## config.mk

```make
export PLATFORM = sky130hd
export DESIGN_NAME = fb_write_scheduler
export DESIGN_NICKNAME = d
export VERILOG_FILES = /design/src/rtl/fb_pkg.sv /design/src/rtl/fb_rr_arbiter.sv /design/src/rtl/fb_write_scheduler.sv
export SDC_FILE = /design/constraint.sdc
export NUM_CORES = 1
export LEC_CHECK = 0
export BUFFER_PORTS_ARGS = -buffer_cell sky130_fd_sc_hd__clkbuf_2
export CORE_UTILIZATION = 46
export CTS_BUF_LIST = sky130_fd_sc_hd__clkbuf_8 sky130_fd_sc_hd__clkbuf_16
export CTS_CLUSTER_SIZE = 10
export DETAILED_ROUTE_END_ITERATION = 8
export GPL_TIMING_DRIVEN = 1
export PLACE_DENSITY_LB_ADDON = 0.08
export SYNTH_ARGS = -nofsm -noshare
export SYNTH_HDL_FRONTEND = slang
export SYNTH_HIERARCHICAL = 1
export SYNTH_SLANG_ARGS = --single-unit
```

## constraint.sdc

```tcl
create_clock -name aclk -period 5.1 [get_ports aclk]
set_clock_uncertainty 0.15 [all_clocks]
set_input_delay 0.51 -clock aclk [delete_from_list [all_inputs] [get_ports aclk]]
set_output_delay 0.51 -clock aclk [all_outputs]
set_load 0.02 [all_outputs]
```

## src/rtl/fb_pkg.sv

```systemverilog
// ============================================================================
// Module      : fb_pkg
// Description : Shared types and constants for the framebuffer write scheduler.
// Revision    : 1.0 - initial release
// ============================================================================
`default_nettype none

package fb_pkg;

    localparam int unsigned FB_H_RES  = 320;
    localparam int unsigned FB_V_RES  = 240;
    localparam int unsigned FB_PIXELS = FB_H_RES * FB_V_RES;
    localparam int unsigned FB_ADDR_W = 17;
    localparam int unsigned FB_DATA_W = 8;

    typedef logic [FB_ADDR_W-1:0] fb_addr_t;
    typedef logic [FB_DATA_W-1:0] rgb332_t;

    typedef enum logic [2:0] {
        ST_IDLE    = 3'd0,
        ST_WAIT_VS = 3'd1,
        ST_SWAP    = 3'd2,
        ST_CLEAR   = 3'd3,
        ST_DONE    = 3'd4
    } fb_sched_state_t;

endpackage

`default_nettype wire

```

## src/rtl/fb_rr_arbiter.sv

```systemverilog
// ============================================================================
// Module      : fb_rr_arbiter
// Description : Two-input round-robin arbiter (rast / cpu) with its own pointer.
// Revision    : 1.0 - initial release
// ============================================================================
`default_nettype none

module fb_rr_arbiter (
    input  logic clk,
    input  logic rst,
    input  logic i_en,
    input  logic i_req_rast,
    input  logic i_req_cpu,
    output logic o_gnt_rast,
    output logic o_gnt_cpu
);

    // 0: rast has priority on a tie, 1: cpu has priority
    logic r_ptr_cpu;

    always_comb begin
        o_gnt_rast = i_en & i_req_rast & (~i_req_cpu | ~r_ptr_cpu);
        o_gnt_cpu  = i_en & i_req_cpu  & (~i_req_rast | r_ptr_cpu);
    end

    always_ff @(posedge clk or posedge rst) begin
        if (rst) begin
            r_ptr_cpu <= 1'b0;
        end else if (o_gnt_rast) begin
            r_ptr_cpu <= 1'b1;
        end else if (o_gnt_cpu) begin
            r_ptr_cpu <= 1'b0;
        end
    end

endmodule

`default_nettype wire

```

## src/rtl/fb_write_scheduler.sv

```systemverilog
// ============================================================================
// Module      : fb_write_scheduler
// Description : Back-buffer write arbiter and vsync-aligned buffer swap
//               sequencer. Define FB_CLEAR_EN to clear the new back buffer.
// Revision    : 1.0 - initial release
// ============================================================================
`default_nettype none

module fb_write_scheduler
    import fb_pkg::*;
#(
    parameter int H_RES  = 320,
    parameter int V_RES  = 240,
    parameter int ADDR_W = 17,
    parameter int DATA_W = 8
) (
    input  logic              aclk,
    input  logic              arst,
    input  logic              rast_req,
    input  logic [ADDR_W-1:0] rast_addr,
    input  logic [DATA_W-1:0] rast_data,
    output logic              rast_gnt,
    input  logic              cpu_req,
    input  logic [ADDR_W-1:0] cpu_addr,
    input  logic [DATA_W-1:0] cpu_data,
    output logic              cpu_gnt,
    input  logic              frame_done,
    output logic              swap_ack,
    input  logic              vsync,
    input  logic [DATA_W-1:0] clear_color,
    output logic              front_sel,
    output logic              fb_we,
    output logic [ADDR_W-1:0] fb_addr,
    output logic [DATA_W-1:0] fb_din,
    output logic              busy
);

    localparam logic [ADDR_W-1:0] c_PIXELS = ADDR_W'(H_RES * V_RES);

    fb_sched_state_t   r_state;
    fb_sched_state_t   w_next;
    logic              r_vsync_q;
    logic              r_front_sel;
    logic              r_fb_we;
    logic [ADDR_W-1:0] r_fb_addr;
    logic [DATA_W-1:0] r_fb_din;
    logic              w_grant_en;
    logic              w_vs_fall;

    assign w_grant_en = (r_state == ST_IDLE) & ~arst;
    assign w_vs_fall  = r_vsync_q & ~vsync;

    fb_rr_arbiter u_arb (
        .clk        (aclk),
        .rst        (arst),
        .i_en       (w_grant_en),
        .i_req_rast (rast_req),
        .i_req_cpu  (cpu_req),
        .o_gnt_rast (rast_gnt),
        .o_gnt_cpu  (cpu_gnt)
    );

`ifdef FB_CLEAR_EN
    localparam logic [ADDR_W-1:0] c_LAST_ADDR = ADDR_W'(H_RES * V_RES - 1);
    logic [ADDR_W-1:0] r_clear_cnt;

    // Saturates on the last pixel; DONE is entered on that same edge
    always_ff @(posedge aclk or posedge arst) begin
        if (arst) begin
            r_clear_cnt <= '0;
        end else if (r_state == ST_SWAP) begin
            r_clear_cnt <= '0;
        end else if (r_state == ST_CLEAR && r_clear_cnt != c_LAST_ADDR) begin
            r_clear_cnt <= r_clear_cnt + 1'b1;
        end
    end
`else
    logic w_unused_clear;
    assign w_unused_clear = ^clear_color;
`endif

    always_comb begin
        w_next = r_state;
        case (r_state)
            ST_IDLE:    if (frame_done && !rast_gnt && !cpu_gnt) w_next = ST_WAIT_VS;
            ST_WAIT_VS: if (w_vs_fall) w_next = ST_SWAP;
`ifdef FB_CLEAR_EN
            ST_SWAP:    w_next = ST_CLEAR;
            ST_CLEAR:   if (r_clear_cnt == c_LAST_ADDR) w_next = ST_DONE;
`else
            ST_SWAP:    w_next = ST_DONE;
`endif
            ST_DONE:    w_next = ST_IDLE;
            default:    w_next = ST_IDLE;
        endcase
    end

    always_ff @(posedge aclk or posedge arst) begin
        if (arst) begin
            r_state     <= ST_IDLE;
            r_vsync_q   <= 1'b1;
            r_front_sel <= 1'b0;
        end else begin
            r_state   <= w_next;
            r_vsync_q <= vsync;
            if (r_state == ST_SWAP) begin
                r_front_sel <= ~r_front_sel;
            end
        end
    end

    // Out-of-range addresses are accepted but never reach the BRAM
    always_ff @(posedge aclk or posedge arst) begin
        if (arst) begin
            r_fb_we   <= 1'b0;
            r_fb_addr <= '0;
            r_fb_din  <= '0;
        end else begin
            r_fb_we <= 1'b0;
            if (rast_gnt) begin
                r_fb_we   <= (rast_addr < c_PIXELS);
                r_fb_addr <= rast_addr;
                r_fb_din  <= rast_data;
            end else if (cpu_gnt) begin
                r_fb_we   <= (cpu_addr < c_PIXELS);
                r_fb_addr <= cpu_addr;
                r_fb_din  <= cpu_data;
            end
`ifdef FB_CLEAR_EN
            else if (r_state == ST_CLEAR) begin
                r_fb_we   <= 1'b1;
                r_fb_addr <= r_clear_cnt;
                r_fb_din  <= clear_color;
            end
`endif
        end
    end

    assign front_sel = r_front_sel;
    assign fb_we     = r_fb_we;
    assign fb_addr   = r_fb_addr;
    assign fb_din    = r_fb_din;
    assign swap_ack  = (r_state == ST_DONE);
    assign busy      = (r_state != ST_IDLE);

endmodule

`default_nettype wire

```

==> After elaboration in Yosys (flattened, before gate mapping) <==
Index checks and enable logic that the tools add are counted.
{ "classes": {"addsub": 0, "n_mul": 0, "n_reduce_logical": 8, "n_shift": 0, "n_eq_ne": 5, "n_lt_le_gt_ge": 2, "n_bitwise": 14, "div": 0, "n_mux": 11} }
{ "ops": {"columns": ["operator", "n"], "rows": [
  ["$lt A17 B17 Y1 const B", 2],
  ["$mux W17", 2],
  ["$mux W8", 2],
  ["$pmux W3 S3", 1],
  ["$and A1 B1 Y1", 6],
  ["$mux W3", 2],
  ["$not A1 Y1", 6],
  ["$mux W1", 4],
  ["$eq A3 B1 Y1 const B", 1],
  ["$eq A3 B2 Y1 const B", 1],
  ["$eq A3 B3 Y1 const B", 1],
  ["$logic_not A3 Y1", 1],
  ["$reduce_bool A3 Y1", 1],
  ["$logic_and A1 B1 Y1", 2],
  ["$logic_not A1 Y1", 2],
  ["$ne A2 B1 Y1 const B", 1],
  ["$ne A2 B2 Y1 const B", 1],
  ["$or A1 B1 Y1", 2],
  ["$reduce_and A2 Y1", 1],
  ["$reduce_bool A2 Y1", 1]
]} }
{ "word_totals": {"latchBits": 0, "register_bits": 32, "inputBits": 64, "mem_bits_rw": 0, "n_memories": 0, "out_inout_bits": 31, "mem_bits_ro": 0} }

==> Longest topological paths before layout <==
Gate-level depths: netlist of the first run.
{ "logic_depth": {"word_depth": 9, "depth_mapped": 8} }

==> Cells and area by module <==
Netlist of the first run, hierarchy kept.
{ "modules_own_cells": {"columns": ["mod", "n_inst", "seq_area_each_um2", "area_per_inst_um2", "cells_per_inst"], "rows": [
  ["fb_write_scheduler", 1, 777.0, 1478.9, 135],
  ["fb_rr_arbiter", 1, 25.0, 65.1, 9]
]} }

==> Least setup slack after synthesis of the first run <==
Ideal clock, no wire load.
{ "synth_path": {"kind": "reg2reg", "startpoint": "reg r_state[2]", "endpoint": "reg r_fb_din[6], in the netlist fb_din[6]", "path_buffers": 2, "arrival_ns": 2.094, "setup_ns": 0.120, "setup_slack_ns": 2.735, "stages_incl_launch_ff": 9, "synth_period_minus_slack_ns": 2.365, "path_cell_list": "dfrtp_1 or3_4 nor2_2 nand2_1 a21oi_1 buf_6 buf_12 mux2i_1 o21ai_2"} }
{ "synth_between": {"elab_chain_len": 5} }
{ "synth_rtl": {"columns": ["element", "line", "rtl"], "rows": [
  ["start: declaration", "fb_write_scheduler.sv:40", "fb_sched_state_t r_state;"],
  ["start signal: assignment", "fb_write_scheduler.sv:104", "r_state <= w_next;"],
  ["$logic_not A3 Y1", "fb_write_scheduler.sv:50", "assign w_grant_en = (r_state == ST_IDLE) & ~arst;"],
  ["$and A1 B1 Y1", "fb_write_scheduler.sv:50", null],
  ["via w_grant_en", "fb_write_scheduler.sv:47", "logic w_grant_en;"],
  ["$and A1 B1 Y1 (2 in a row)", "fb_rr_arbiter.sv:23", "o_gnt_cpu = i_en & i_req_cpu & (~i_req_rast | r_ptr_cpu);"],
  ["via cpu_gnt", "fb_write_scheduler.sv:26", "output logic cpu_gnt,"],
  ["$reduce_bool A2 Y1 (no line)", null, null],
  ["end signal: assignment", "fb_write_scheduler.sv:123", "r_fb_din <= rast_data;"],
  ["end signal: assignment", "fb_write_scheduler.sv:127", "r_fb_din <= cpu_data;"],
  ["end: declaration", "fb_write_scheduler.sv:46", "logic [DATA_W-1:0] r_fb_din;"]
]} }
The timed path passes the listed nets, and every way through them passes these cells.
A chain may end at the register's enable or synchronous reset.

==> Worst setup path after layout of the first run <==
{ "layout_path": {"startpoint": "in arst", "endpoint": "out rast_gnt"} }
{ "layout_between": {"elab_chain_len": 4} }
{ "layout_rtl": {"columns": ["element", "line", "rtl"], "rows": [
  ["start: declaration", "fb_write_scheduler.sv:18", "input logic arst,"],
  ["$not A1 Y1", "fb_write_scheduler.sv:50", null],
  ["$and A1 B1 Y1", "fb_write_scheduler.sv:50", null],
  ["via w_grant_en", "fb_write_scheduler.sv:47", null],
  ["$and A1 B1 Y1 (2 in a row)", "fb_rr_arbiter.sv:22", "o_gnt_rast = i_en & i_req_rast & (~i_req_cpu | ~r_ptr_cpu);"],
  ["end: declaration", "fb_write_scheduler.sv:22", "output logic rast_gnt,"]
]} }
The timed path passes the listed nets, and every way through them passes these cells.

==> results of run 1 <==
==> state kept, by name (all words and copies together) (netlist names) <==
signal,flops
front_sel,1
u_arb/r_ptr_cpu,1
fb_din,8
r_vsync_q,1
r_state,3
fb_addr,17
fb_we,1
==> worst reg2reg max path, cell delays in order (launching register included) <==
cell	delay, ns
dfrtp_1	0.45
or3_4	0.42
nor2_2	0.12
nand2_1	0.10
a21oi_4	0.84
mux2i_1	0.29
o21ai_0	0.10
==> power by group <==
group	leakage, nW	switching [W]	total (W)	internal, W
Clock	0.0538	0.0000798	0.000186	0.000106
Combinational	0.568	0.000310	0.000504	0.000194
Sequential	0.391	0.0000690	0.000438	0.000369
==> worst min-delay path by stage <==
stage,from,to,cells after the start
4_1_cts,vsync,r_vsync_q$_DFF_PP1_,1
5_1_grt,vsync,r_vsync_q$_DFF_PP1_,1
2_1_floorplan,arst,u_arb/r_ptr_cpu$_DFFE_PP0P_,1
3_3_place_gp,arst,u_arb/r_ptr_cpu$_DFFE_PP0P_,2
3_5_place_dp,arst,u_arb/r_ptr_cpu$_DFFE_PP0P_,2
6_report,vsync,r_vsync_q$_DFF_PP1_,1
==> stage by stage <==
step           setup WS, ns  power [W]  area, um2
2_1_floorplan          2.74   0.000782       1540
4_1_cts                1.83    0.00115       2090
3_5_place_dp           2.18   0.000953       1990
6_report               1.86    0.00113       2090
5_1_grt                1.69    0.00121       2090
3_3_place_gp           2.23   0.000932       1990
==> layout by cell type (no fill, tap or decap), types with 2 or more instances in the layout <==
cell      instances
clkbuf_2         86
dfrtp_1          31
nand2_1          29
mux2i_1          25
o21ai_1          19
o21ai_0           8
clkbuf_8          6
inv_1             5
a21oi_1           3
o211ai_1          2
buf_4             2
a21oi_4           2
==> synth_stat cells <==
master    count
nand2b_1      1
and3_1        1
or3_4         1
xor2_1        1
a21oi_1       5
o21ai_1      19
clkbuf_1      1
nor4b_2       1
nor3_2        1
buf_12        2
nor4b_1       1
buf_2         5
inv_1         3
nor3b_4       1
buf_6         1
mux2i_1      25
dfrtp_1      31
nor3b_1       1
a21oi_2       1
dfstp_2       1
o21ai_2       1
nor2_2        1
o21ai_0       8
nand2_1      29
o211ai_1      2
==> cells by family (layout without fill, tap and decap cells) <==
group,count (synthesis),count (layout),share of synthesized area [%]
flip-flops,32,32,51.9
AND/OR/NAND/NOR,38,38,12.9
XOR/XNOR,1,1,0.567
buffers and inverters,12,100,5.92
AO/OA/AOI/OAI,36,36,12.5
multiplexers,25,25,16.2
==> per-layer routing <==
metal | wire [um] | global-route usage, % | share of wire [%]
met3 | 238 | 5.63 | 7.4
met4 | 14 | 5.98 | 0.43
met5 | 0 | 0 | 0
met1 | 1310 | 22.0 | 41
met2 | 1660 | 34.1 | 52
==> area by class of cell <==
cell class | instances | area (um2)
Timing Repair Buffer | 89 | 455
Clock inverter | 2 | 7.51
Tap cell | 44 | 55.1
Fill cell | 289 | 1040
Inverter | 3 | 11.3
Clock buffer | 6 | 82.6
Sequential cell | 32 | 802
Multi-Input combinational cell | 100 | 673
==> flow_metrics.env, run 1 <==
export IMPL_cts_resized=0
export IMPL_ir_drop_mv=0.293
export IMPL_post_synth_num_cell_types=25
export IMPL_cp_arrival_ns=2.58
export IMPL_die_y_um=59.9
export IMPL_cp_max_fo=28
export IMPL_cp_depth=7
export IMPL_slew_headroom_pct=25.3
export IMPL_insertedDiodeCount=0
export IMPL_timing_rr_end="fb_addr[10]$_DFFE_PP0P_"
export IMPL_path_common_cell="clkbuf_2"
export IMPL_crit_required_ns=4.44
export IMPL_path_clk_slew_ns=0.06
export IMPL_coreArea_mm2=0.00313
export IMPL_syn_nets=208
export IMPL_dieArea_mm2=0.00359
export IMPL_ys_seq_elements=32
export IMPL_cts_root_buf="clkbuf_8"
export IMPL_grt_max_degree=29
export IMPL_cts_setup_buffers=0
export IMPL_status="complete, no violations"
export IMPL_antenna_found_initial=0
export IMPL_dpl_hpwl_mm=2.50
export IMPL_setup_tns_final_ns=0
export IMPL_io_pins=95
export IMPL_synth_avg_cell_area_um2=10.7
export IMPL_place_inst=267
export IMPL_netlist_instances=144
export IMPL_rrSetupSlack_ns=2.48
export IMPL_drv_cap=0
export IMPL_cts_buffers=5
export IMPL_hold_buffers=1
export IMPL_cp_startpoint="arst"
export IMPL_min_path_type="input pin to flip-flop"
export IMPL_crit_path_start_kind="input pin"
export IMPL_first_iter_violations=36
export IMPL_p_leak_nw=1.01
export IMPL_syn_area_mm2=0.00154
export IMPL_synth_top_area_share_pct=50.2
export IMPL_num_rows=20
export IMPL_cts_buffer_depth=2
export IMPL_yosys_warnings=6
export IMPL_cp_top_family="buffers and inverters"
export IMPL_cts_max_level=2
export IMPL_place_gp_congestion=0.677
export IMPL_io_buffers=86
export IMPL_crit_path_end="rast_gnt"
export IMPL_gr_total_overflow=0
export IMPL_drc=0
export IMPL_viasPerCell=4.87
export IMPL_ant_nets=0
export IMPL_start_util_pct=49.4
export IMPL_hold_viol_final=0
export IMPL_min_period_ns=3.24
export IMPL_fmax_mhz=309
export IMPL_dieWidth_um=59.9
export IMPL_end_kind="output pin"
export IMPL_rr_worst_depth=6
export IMPL_num_vias=1344
export IMPL_route_detailed_wl_per_inst_um=11.7
export IMPL_rsz0062_at_grt="no"
export IMPL_yosysTopAreaCell="dfrtp_1"
export IMPL_timing_rr_start="r_state[2]$_DFFE_PP0P_"
export IMPL_cts_tree="done"
export IMPL_drtPass1Iterations=4
export IMPL_grt_first_pass_wirelength_mm=5.06
export IMPL_crit_path_max_incr_delay_ns=0.54
export IMPL_nets=295
export IMPL_worstSkewPairLatency_ns=0.27
export IMPL_area_growth_pct=35.2
export IMPL_routed_wl_mm=3.22
export IMPL_power_density_mw_per_mm2=540
export IMPL_path_cells="dlygate4sd3_1, clkbuf_2, nor2_2, nand2_1, a21oi_4, buf_4, clkbuf_2"
export IMPL_final_util_pct=66.7
export IMPL_grt_usage_pct=19.2
export IMPL_yosys_top_cells_area="dfrtp_1, mux2i_1, nand2_1"
export IMPL_drv_slew=0
export IMPL_cp_num_buf_inv=4
export IMPL_crit_path_top_delay_cell="dlygate4sd3_1"
export IMPL_drive_above_1_share_pct=44.8
export IMPL_first_global_vias=1204
export IMPL_fin_hold_ws_ns=0.177
export IMPL_worst_pin_slew_ns=1.12
export IMPL_stdcell_count=276
export IMPL_clock_sinks=32
export IMPL_setup_viol=0
export IMPL_fin_crit_sh_pct=63.5
export IMPL_critical_path_class="input pin to output pin"
export IMPL_yosysSeqAreaShare_pct=51.9
(Power assumes the default switching activity.)
==> run 2, diff against run 1 <==
Settings changed: ABC_AREA set to 1, CORE_UTILIZATION 46 to 38.
Clock period 5.1 ns to 2.8 ns, I/O delays scaled along.
==> flow_metrics.env, run 2 <==
export IMPL_status="complete, no violations"
export IMPL_cp_max_fo=10
export IMPL_die_y_um=64.5
export IMPL_area_growth_pct=38.7
export IMPL_largest_register_ffs=17
export IMPL_cts_resized=0
export IMPL_cp_startpoint="arst"
export IMPL_viasPerCell=4.50
export IMPL_critical_path_class="input pin to output pin"
export IMPL_cts_buffer_depth=2
export IMPL_yosys_top_cells_area="dfrtp_1, nand2_1, nand3_1"
export IMPL_ant_nets=0
export IMPL_fmax_mhz=452
export IMPL_io_pins=95
export IMPL_fin_crit_sh_pct=79.0
export IMPL_dieWidth_um=64.5
export IMPL_clock_sinks=32
export IMPL_dieArea_mm2=0.00417
export IMPL_crit_path_start_kind="input pin"
export IMPL_grt_max_degree=27
export IMPL_syn_area_mm2=0.00149
export IMPL_first_iter_violations=47
export IMPL_path_clk_slew_ns=0.06
export IMPL_ir_drop_mv=0.471
export IMPL_crit_required_ns=2.37
export IMPL_synth_edf_count=0
export IMPL_yosysSeqAreaShare_pct=54.0
export IMPL_setup_tns_final_ns=0
export IMPL_first_global_vias=1281
export IMPL_drtPass1Iterations=4
export IMPL_synth_top_area_share_pct=52.2
export IMPL_cts_max_level=2
export IMPL_final_common_cell="clkbuf_2"
export IMPL_grt_first_pass_wirelength_mm=5.73
export IMPL_nets=338
export IMPL_insertedDiodeCount=0
export IMPL_synth_most_common_cell="nand2_1"
export IMPL_grt_usage_pct=18.8
export IMPL_async_reset_ff_share_pct=100
export IMPL_gr_usage_met3_pct=7.57
export IMPL_fin_hold_ws_ns=0.0550
export IMPL_cts_buffers=5
export IMPL_yosysTopAreaCell="dfrtp_1"
export IMPL_dpl_hpwl_mm=2.64
export IMPL_min_path_type="input pin to flip-flop"
export IMPL_netlist_instances=183
export IMPL_met1_usage_pct=23.3
export IMPL_worstSkewPairLatency_ns=0.28
export IMPL_min_delay_start="cpu_data[4]"
export IMPL_setup_viol=0
export IMPL_cts_root_buf="clkbuf_8"
export IMPL_busiest_layer="met2"
export IMPL_place_gp_congestion=0.723
export IMPL_route_detailed_wl_per_inst_um=11.1
export IMPL_worst_pin_slew_ns=0.632
export IMPL_antenna_found_initial=0
export IMPL_num_rows=22
export IMPL_n_fill_cell=378
export IMPL_post_synth_num_cell_types=22
export IMPL_power_density_mw_per_mm2=973
export IMPL_drv_slew=0
export IMPL_ys_flop_type="dfrtp_1"
export IMPL_num_vias=1448
export IMPL_synth_cells_most_frequent="nand2_1, dfrtp_1, nand3_1"
export IMPL_drv_cap=0
export IMPL_min_period_ns=2.21
export IMPL_slew_headroom_pct=57.8
export IMPL_end_kind="output pin"
export IMPL_syn_nets=247
export IMPL_ys_seq_elements=32
export IMPL_hold_viol_final=0
export IMPL_coreArea_mm2=0.00372
export IMPL_p_leak_nw=1.20
export IMPL_cp_arrival_ns=1.78
export IMPL_rsz0062_at_grt="no"
export IMPL_routed_wl_mm=3.57
export IMPL_yosys_warnings=6
export IMPL_start_util_pct=40.0
export IMPL_io_buffers=86
export IMPL_synth_avg_cell_area_um2=8.12
export IMPL_gr_total_overflow=0
export IMPL_drc=0
export IMPL_final_cell_mix="clkbuf_2, nand2_1, dfrtp_1"
export IMPL_cts_tree="done"
export IMPL_timing_rr_start="r_state[1]$_DFFE_PP0P_"
export IMPL_groute_layer_met2_usage_pct=28.9
export IMPL_drive_above_1_share_pct=37.2
[run 2: changes by cell type after synthesis, sizes merged, moves of 5 or more]
cell	delta
a21oi	-5
a22oi	+6
inv	+16
mux2i	-25
nand2	+49
nand3	+24
nor2	+7
o21ai	-26
[run 2: routing by layer]
metal | part of all wire, % | up-vias | routed length (um)
met5 | 0 | - | 0
met4 | 1.0 | 0 | 36
met3 | 6.4 | 4 | 228
met1 | 45 | 637 | 1620
li1 | - | 757 | -
met2 | 47 | 50 | 1680
[run 2: cell families (layout without fill, tap and decap cells)]
group,after synthesis,after routing,share of synthesized area (%)
compound gates,12,12,5.89
flops,32,32,54.0
buf+inv,26,117,8.42
simple gates,112,112,31.1
xor+xnor,1,1,0.589
[run 2: worst max-delay path: stages]
cell and delay [ns]:
dlygate4sd3_1 0.54, clkbuf_2 0.12, nor2_1 0.13, nand2_1 0.07, inv_1 0.05, nand2_1 0.05
inv_1 0.15, buf_4 0.21, clkbuf_2 0.19
[run 2: what timing repair did]
item,4_1_cts,5_1_grt
hold endpoints to repair,16,0
hold buffers,2,0
setup buffers,0,0
endpoints found under the setup margin,0,0
[run 2: through the flow]
step | worst slack (ns) | std cells | total power, W | utilization [%] | cell area (um2)
after floorplan | 0.580 | 183 | 0.00135 | - | 1490
after global placement | 0.649 | 313 | 0.00164 | 52.4 | 1950
after detailed placement | 0.650 | 313 | 0.00165 | 52.4 | 1950
after CTS | 0.580 | 322 | 0.00204 | 55.5 | 2060
after global routing | 0.394 | 322 | 0.00217 | 55.5 | 2060
final | 0.588 | 322 | 0.00201 | 55.5 | 2060
[run 2: where the power goes]
group          internal (W)  switching [W]  leakage (nW)
combinational      0.000305       0.000561         0.755
clock              0.000219       0.000155        0.0503
sequential         0.000662       0.000104         0.399
[run 2: path summary, 6_finish.rpt]
path | endpoint | depth (start not counted) | slack (ns)
worst max register to register | fb_addr[15]$_DFFE_PP0P_ | 9 | 0.67
worst min register to register | front_sel$_DFFE_PP0N_ | 1 | 0.33
worst min-delay path | fb_din[4]$_DFFE_PP0P_ | 3 | 0.05
min in group asynchronous | u_arb/r_ptr_cpu$_DFFE_PP0P_ | 3 | 0.25
max in group asynchronous | r_vsync_q$_DFF_PP1_ | 4 | 1.32
worst max-delay path | rast_gnt | 9 | 0.59
[run 2: final cells by class]
class                      instances  area (um2)  area share (%)
tap                               48        60.1            2.91
multi-input combinational        125         559            27.1
clock buffer                       7        96.3            4.67
inverter                          19        71.3            3.46
sequential                        32         802            38.9
timing repair buffer              91         473            22.9
